`config.mk`:
```
export PLATFORM = sky130hd
export DESIGN_NAME = instr_encoder
export DESIGN_NICKNAME = d
export VERILOG_FILES = /design/src/rtl/instr_encoder.sv
export SDC_FILE = /design/constraint.sdc
export NUM_CORES = 1
export LEC_CHECK = 0
export CAP_MARGIN = 0
export CORE_MARGIN = 1
export CORE_UTILIZATION = 40
export DETAILED_ROUTE_END_ITERATION = 7
export HOLD_SLACK_MARGIN = 0.02
export PLACE_DENSITY = 0.64
export SLEW_MARGIN = 20
export SYNTH_ARGS = -nofsm -noshare
export SYNTH_HDL_FRONTEND = slang
export SYNTH_SLANG_ARGS = --single-unit
```
`constraint.sdc`:
```
create_clock -name clk -period 4.19 [get_ports clk]
set_input_delay 0.838 -clock clk [delete_from_list [all_inputs] [get_ports clk]]
set_output_delay 0.838 -clock clk [all_outputs]
set_load 0.005 [all_outputs]
```
`src/rtl/instr_encoder.sv`:
```
// Instruction encoder: it encodes source instructions into 9-bit words,
// buffers them in a small FIFO and writes them to sequential
// instruction-memory addresses. Loading stops when a halt is written.
// Loading also stops when an illegal opcode is accepted, or when the
// 256-word address space is exhausted.
module instr_encoder #(
    parameter int FIFO_DEPTH = 4
) (
    input  logic       clk,
    input  logic       rst_n,
    input  logic       start,
    input  logic       in_valid,
    output logic       in_ready,
    input  logic [4:0] in_op,
    input  logic [1:0] in_ra,
    input  logic [1:0] in_rb,
    input  logic [3:0] in_imm,
    output logic       imem_we,
    output logic [7:0] imem_addr,
    output logic [8:0] imem_wdata,
    output logic       busy,
    output logic       done,
    output logic       err,
    output logic [1:0] err_code
);

    localparam int PW = (FIFO_DEPTH > 1) ? $clog2(FIFO_DEPTH) : 1;
    localparam int CW = $clog2(FIFO_DEPTH + 1);

    localparam logic [4:0] OP_RSADR = 5'b00101;
    localparam logic [4:0] OP_SETI  = 5'b00110;
    localparam logic [4:0] OP_RSCNT = 5'b01110;
    localparam logic [4:0] OP_JUMP  = 5'b11000;
    localparam logic [4:0] OP_HALT  = 5'b11010;

    typedef enum logic [2:0] {S_IDLE, S_LOAD, S_DRAIN, S_DONE, S_ERR} state_t;

    state_t        state, state_nxt;
    logic [1:0]    err_code_q;

    logic [8:0]    fifo_mem [FIFO_DEPTH];
    logic [PW-1:0] rd_ptr, wr_ptr;
    logic [CW-1:0] count;
    // Bit 8 of the write address is set once all 256 locations are used
    logic [8:0]    wr_addr;

    logic [8:0]    enc_word;
    logic          op_illegal;
    logic          fifo_full, fifo_empty, active;
    logic          accept, acc_illegal, push, pop, store, take;
    logic          start_load, written_halt, overflow;
    logic [8:0]    pop_word;

    // Encode the incoming instruction by opcode class
    always_comb begin
        enc_word   = {in_op, 4'b0000};
        op_illegal = 1'b0;
        if (in_op > OP_HALT)
            op_illegal = 1'b1;
        else if (in_op == OP_SETI || in_op == OP_JUMP)
            enc_word[3:0] = in_imm;
        else if (in_op == OP_RSADR)
            enc_word[3:0] = {3'b000, in_imm[0]};
        else if (in_op == OP_RSCNT || in_op == OP_HALT)
            enc_word[3:0] = 4'b0000;
        else
            enc_word[3:0] = {in_ra, in_rb};
    end

    // Handshake, FIFO push/pop decisions and write-back observation
    always_comb begin
        fifo_full    = (count == CW'(FIFO_DEPTH));
        fifo_empty   = (count == '0);
        active       = (state == S_LOAD) || (state == S_DRAIN);
        start_load   = start && !active;
        accept       = in_valid && in_ready;
        acc_illegal  = accept && op_illegal;
        push         = accept && !op_illegal;
        // An illegal accept suppresses the pop so nothing is written after it
        pop          = active && !acc_illegal && !wr_addr[8] && (!fifo_empty || push);
        // When the FIFO is empty the new word bypasses storage for N+1 write
        take         = pop && !fifo_empty;
        store        = push && !(pop && fifo_empty);
        pop_word     = fifo_empty ? enc_word : fifo_mem[rd_ptr];
        written_halt = imem_we && (imem_wdata[8:4] == OP_HALT);
        overflow     = imem_we && (imem_addr == 8'hFF) && !written_halt;
    end

    // FSM state register; the error cause is latched on ERR entry
    always_ff @(posedge clk) begin
        if (!rst_n) begin
            state      <= S_IDLE;
            err_code_q <= 2'b00;
        end else begin
            state <= state_nxt;
            if (state_nxt == S_ERR && state != S_ERR)
                err_code_q <= overflow ? 2'b10 : 2'b01;
        end
    end

    // FSM next-state logic; overflow takes priority over other exits
    always_comb begin
        state_nxt = state;
        case (state)
            S_IDLE, S_DONE, S_ERR: if (start) state_nxt = S_LOAD;
            S_LOAD: begin
                if (overflow || acc_illegal)       state_nxt = S_ERR;
                else if (push && in_op == OP_HALT) state_nxt = S_DRAIN;
            end
            S_DRAIN: begin
                if (overflow)          state_nxt = S_ERR;
                else if (written_halt) state_nxt = S_DONE;
            end
            default: state_nxt = S_IDLE;
        endcase
    end

    // FSM outputs
    always_comb begin
        in_ready = (state == S_LOAD) && !fifo_full;
        busy     = active;
        done     = (state == S_DONE);
        err      = (state == S_ERR);
        err_code = (state == S_ERR) ? err_code_q : 2'b00;
    end

    // FIFO pointers and occupancy; cleared on reset and on a new load
    always_ff @(posedge clk) begin
        if (!rst_n || start_load) begin
            rd_ptr <= '0;
            wr_ptr <= '0;
            count  <= '0;
        end else begin
            if (store)
                wr_ptr <= (wr_ptr == PW'(FIFO_DEPTH - 1)) ? '0 : wr_ptr + 1'b1;
            if (take)
                rd_ptr <= (rd_ptr == PW'(FIFO_DEPTH - 1)) ? '0 : rd_ptr + 1'b1;
            if (store && !take)
                count <= count + 1'b1;
            else if (take && !store)
                count <= count - 1'b1;
        end
    end

    // FIFO storage; contents are qualified by the pointers, so no reset
    always_ff @(posedge clk) begin
        if (store)
            fifo_mem[wr_ptr] <= enc_word;
    end

    // Registered instruction-memory write port
    always_ff @(posedge clk) begin
        if (!rst_n) begin
            imem_we    <= 1'b0;
            imem_addr  <= 8'h00;
            imem_wdata <= 9'h000;
            wr_addr    <= 9'h000;
        end else if (start_load) begin
            imem_we   <= 1'b0;
            imem_addr <= 8'h00;
            wr_addr   <= 9'h000;
        end else begin
            imem_we <= pop;
            if (pop) begin
                imem_addr  <= wr_addr[7:0];
                imem_wdata <= pop_word;
                wr_addr    <= wr_addr + 1'b1;
            end
        end
    end

endmodule

```
==> impl_metrics.csv <==
group,metric,value,unit
drt,first_pass_iters,4,
die,coreArea,0.00838,sq mm
grt,grt_pass1_vias,2317,
pwr,power.density,371,mW/mm^2
min_path,hold_path.class,"reg2reg",
drt,vias,2383,
timing,post-route-min-period,3.27,ns
synth,syn_avg_cell_area,11.9,sq um
pwr,p_int,1.18,mW
timing,drv_slew,0,
final_layout,area_delta_synth_final,19.5,%
final_layout,filler_cell_count,735,
setup_path,crit_chain,"clkdlybuf4s50_1, nand2_1, or4b_1, nand3_2, ha_1, inv_1, fa_1, xor2_1, nor2_1, xnor2_1, nor2_1",
cts,cts_tree,"built",
pwr,switching_share,0.246,
setup_path,cp-end-kind,"register",
timing,period_share,0.781,
cts,cts.path.max_buffers,2,
timing,relSlewSlack,0.546,
setup_path,critPathMaxStageDelay,0.67,ns
final_layout,layout_common_cells,"dfxtp_1, clkdlybuf4s50_1, edfxtp_1",
die,die_h,95.8,um
synth,ys_warn_count,0,
pwr,p_leak,1.57,nW
die,initial_utilization,0.420,
drt,drc,0,
drt,wl_per_cell,16.2,um
cts,root_buffer,"clkbuf_8",
run,drv_cap,0,
synth,yosysUniqueCellTypes,63,
cts,cts.sinks,77,
grt,track_usage,0.173,
setup_path,worstSetupStartpointType,"input port",
pwr,pwr-share-seq,0.525,
cts,numCtsBuffers,9,
outcome,outcome,"finished clean",
pwr,ir_drop,0.181,mV
synth,ys_seq_area_frac,0.540,
pwr,p_switching,0.383,mW
synth,syn_inst,295,
synth,synth_edf_count,36,
timing,worst_pin_slew,0.677,ns
synth,synth_fp_nets,320,
die,die_w,95.8,um
cts,post_cts_buffers,0,
timing,rsz0062_at_grt,"false",
placed_design,place_ws,0.539,ns
drt,vias_per_cell,5.36,
cts,cts_resized,0,
grt,grt_pass1_wl,11600,um
final_layout,final_common_cell,"dfxtp_1",
cts,cts_hold_buf,0,
setup_path,crit_slowest_cell,"clkdlybuf4s50_1",
setup_path,cp_max_fo,11,
setup_path,crit_buf_inv,2,
timing,setup_tns,0,ns
cts,clk_pin_slew,0.08,ns
grt,antenna_found_initial,0,
grt,grt-ovfl-total,0,
synth,syn_area,0.00352,sq mm
grt,grt_max_degree,24,
synth,synth_ff_type,"dfxtp_1",
timing,final-setup-viol-count,0,
pwr,share_comb_of_total_power,0.106,
drt,drt_iter0_markers,148,
synth,ys_async_sr_fraction,0,
synth,netlist_top_cells_area,"edfxtp_1, dfxtp_1, mux4_2",
timing,final.setup.worst_slack,0.916,ns
die,die_area,0.00918,sq mm
timing,hold_viol_final,0,
final_layout,drive_gt1_frac,0.135,
final_layout,antennaDiodeCount,0,
placed_design,gp_congestion,0.766,
timing,fmax,305,MHz
die,num_rows,33,
setup_path,worstPathArrival,3.50,ns
drt,ant_nets,0,
setup_path,path_class,"in2reg",
die,io_pins,41,
drt,routed_wl,7200,um
synth,yosys.area.top_type,"edfxtp_1",
timing,fin_skew,0.00740,ns
cts,clk_latency,0.34,ns
setup_path,cp.required,4.42,ns
setup_path,critical-path-top-delay-family,"simple AND/OR/NAND/NOR gates",
final_layout,final_nets,360,
placed_design,hpwl,4970,um
synth,ys_ff_latch,77,
synth,netlist.area_leader.share,0.307,
cts,htree_num_levels,3,
setup_path,path_common_cell,"nor2_1",
placed_design,port_buffers,40,
pwr,clockPowerShare,0.369,
-- through the flow --
stage               hold slack (ns)  area [sq um]   util  power (mW)  cells
finish                        0.465          4210  0.502        1.56    445
CTS                           0.467          4200  0.501        1.58    445
global placement              0.453          4000  0.477       0.999    429
detailed placement            0.455          4000  0.477        1.00    429
floorplan                     0.439          3520      -       0.937    295
global route                  0.500          4210  0.502        1.63    445
-- state kept, by name, summed over array words and instances, names as in the netlist, named ones only --
| register | count |
|---|---|
| count | 3 |
| err_code_q | 2 |
| fifo_mem | 36 |
| imem_addr | 8 |
| imem_wdata | 9 |
| imem_we | 1 |
| rd_ptr | 2 |
| state | 3 |
| wr_addr | 9 |
| wr_ptr | 2 |
-- layer usage --
metal  wire length, um  global-route usage
met1              3410               0.219
met2              3470               0.292
met3               261              0.0498
met4                51              0.0410
met5                 0                   0
-- tightest hold or removal path: stages (launching register included) --
cell      delay (ns)
dfxtp_1         0.31
nand2_1         0.04
a21boi_0        0.06
-- Yosys cell counts (2+ instances only) --
cell type,number
o211a_1,5
edfxtp_1,36
and2_1,8
nand2_1,25
dfxtp_1,41
nor2_1,31
o21ai_2,2
clkbuf_1,6
nand2b_1,3
a31oi_1,4
nand3_1,10
mux2i_1,13
or4bb_1,2
nand4_1,4
or4_1,2
buf_6,2
nor3b_1,3
or3_1,4
mux4_2,9
buf_4,2
ha_1,7
xnor2_1,4
xor2_1,3
inv_1,7
a21oi_1,7
a21boi_0,2
o21ai_0,7
buf_2,4
a32o_2,2
and3_1,6
a32o_1,2
-- area by class of cell --
class	instances	area [sq um]	share of cell area
Clock inverter	6	70.1	0.0167
Sequential cell	77	1900	0.452
Timing Repair Buffer	43	423	0.101
Clock buffer	10	138	0.0327
Inverter	7	26.3	0.00624
Tap cell	105	131	0.0312
Multi-Input combinational cell	197	1520	0.361
-- power by group through the flow --
stage          clock network (mW)  registers (mW)  logic (mW)
2_1_floorplan                   0           0.829       0.108
3_3_place_gp                    0           0.835       0.163
3_5_place_dp                    0           0.835       0.166
4_1_cts                     0.590           0.818       0.167
5_1_grt                     0.623           0.821       0.183
6_report                    0.575           0.818       0.166
-- kinds of logic (layout without fill, tap and decap cells) --
group,Yosys count,count (layout),synth area share
xor gates and xnor gates,8,8,0.0252
DFF,77,77,0.540
and+or+nand+nor,109,109,0.166
buffers and inverters,21,66,0.0302
adders and majority gates,8,8,0.0306
muxes,23,23,0.0977
AOI/OAI and AO/OA,49,49,0.111
-- worst paths after layout --
kind                      start            end  slack (ns)  depth (start not counted)
setup / recovery       in_op[3]       count[2]        0.92                         11
hold / removal    err_code_q[1]  err_code_q[1]        0.46                          2
setup reg to reg       state[0]       count[2]        1.45                         10
hold reg to reg   err_code_q[1]  err_code_q[1]        0.46                          2
No activity file was read; power rests on OpenSTA's default activity.
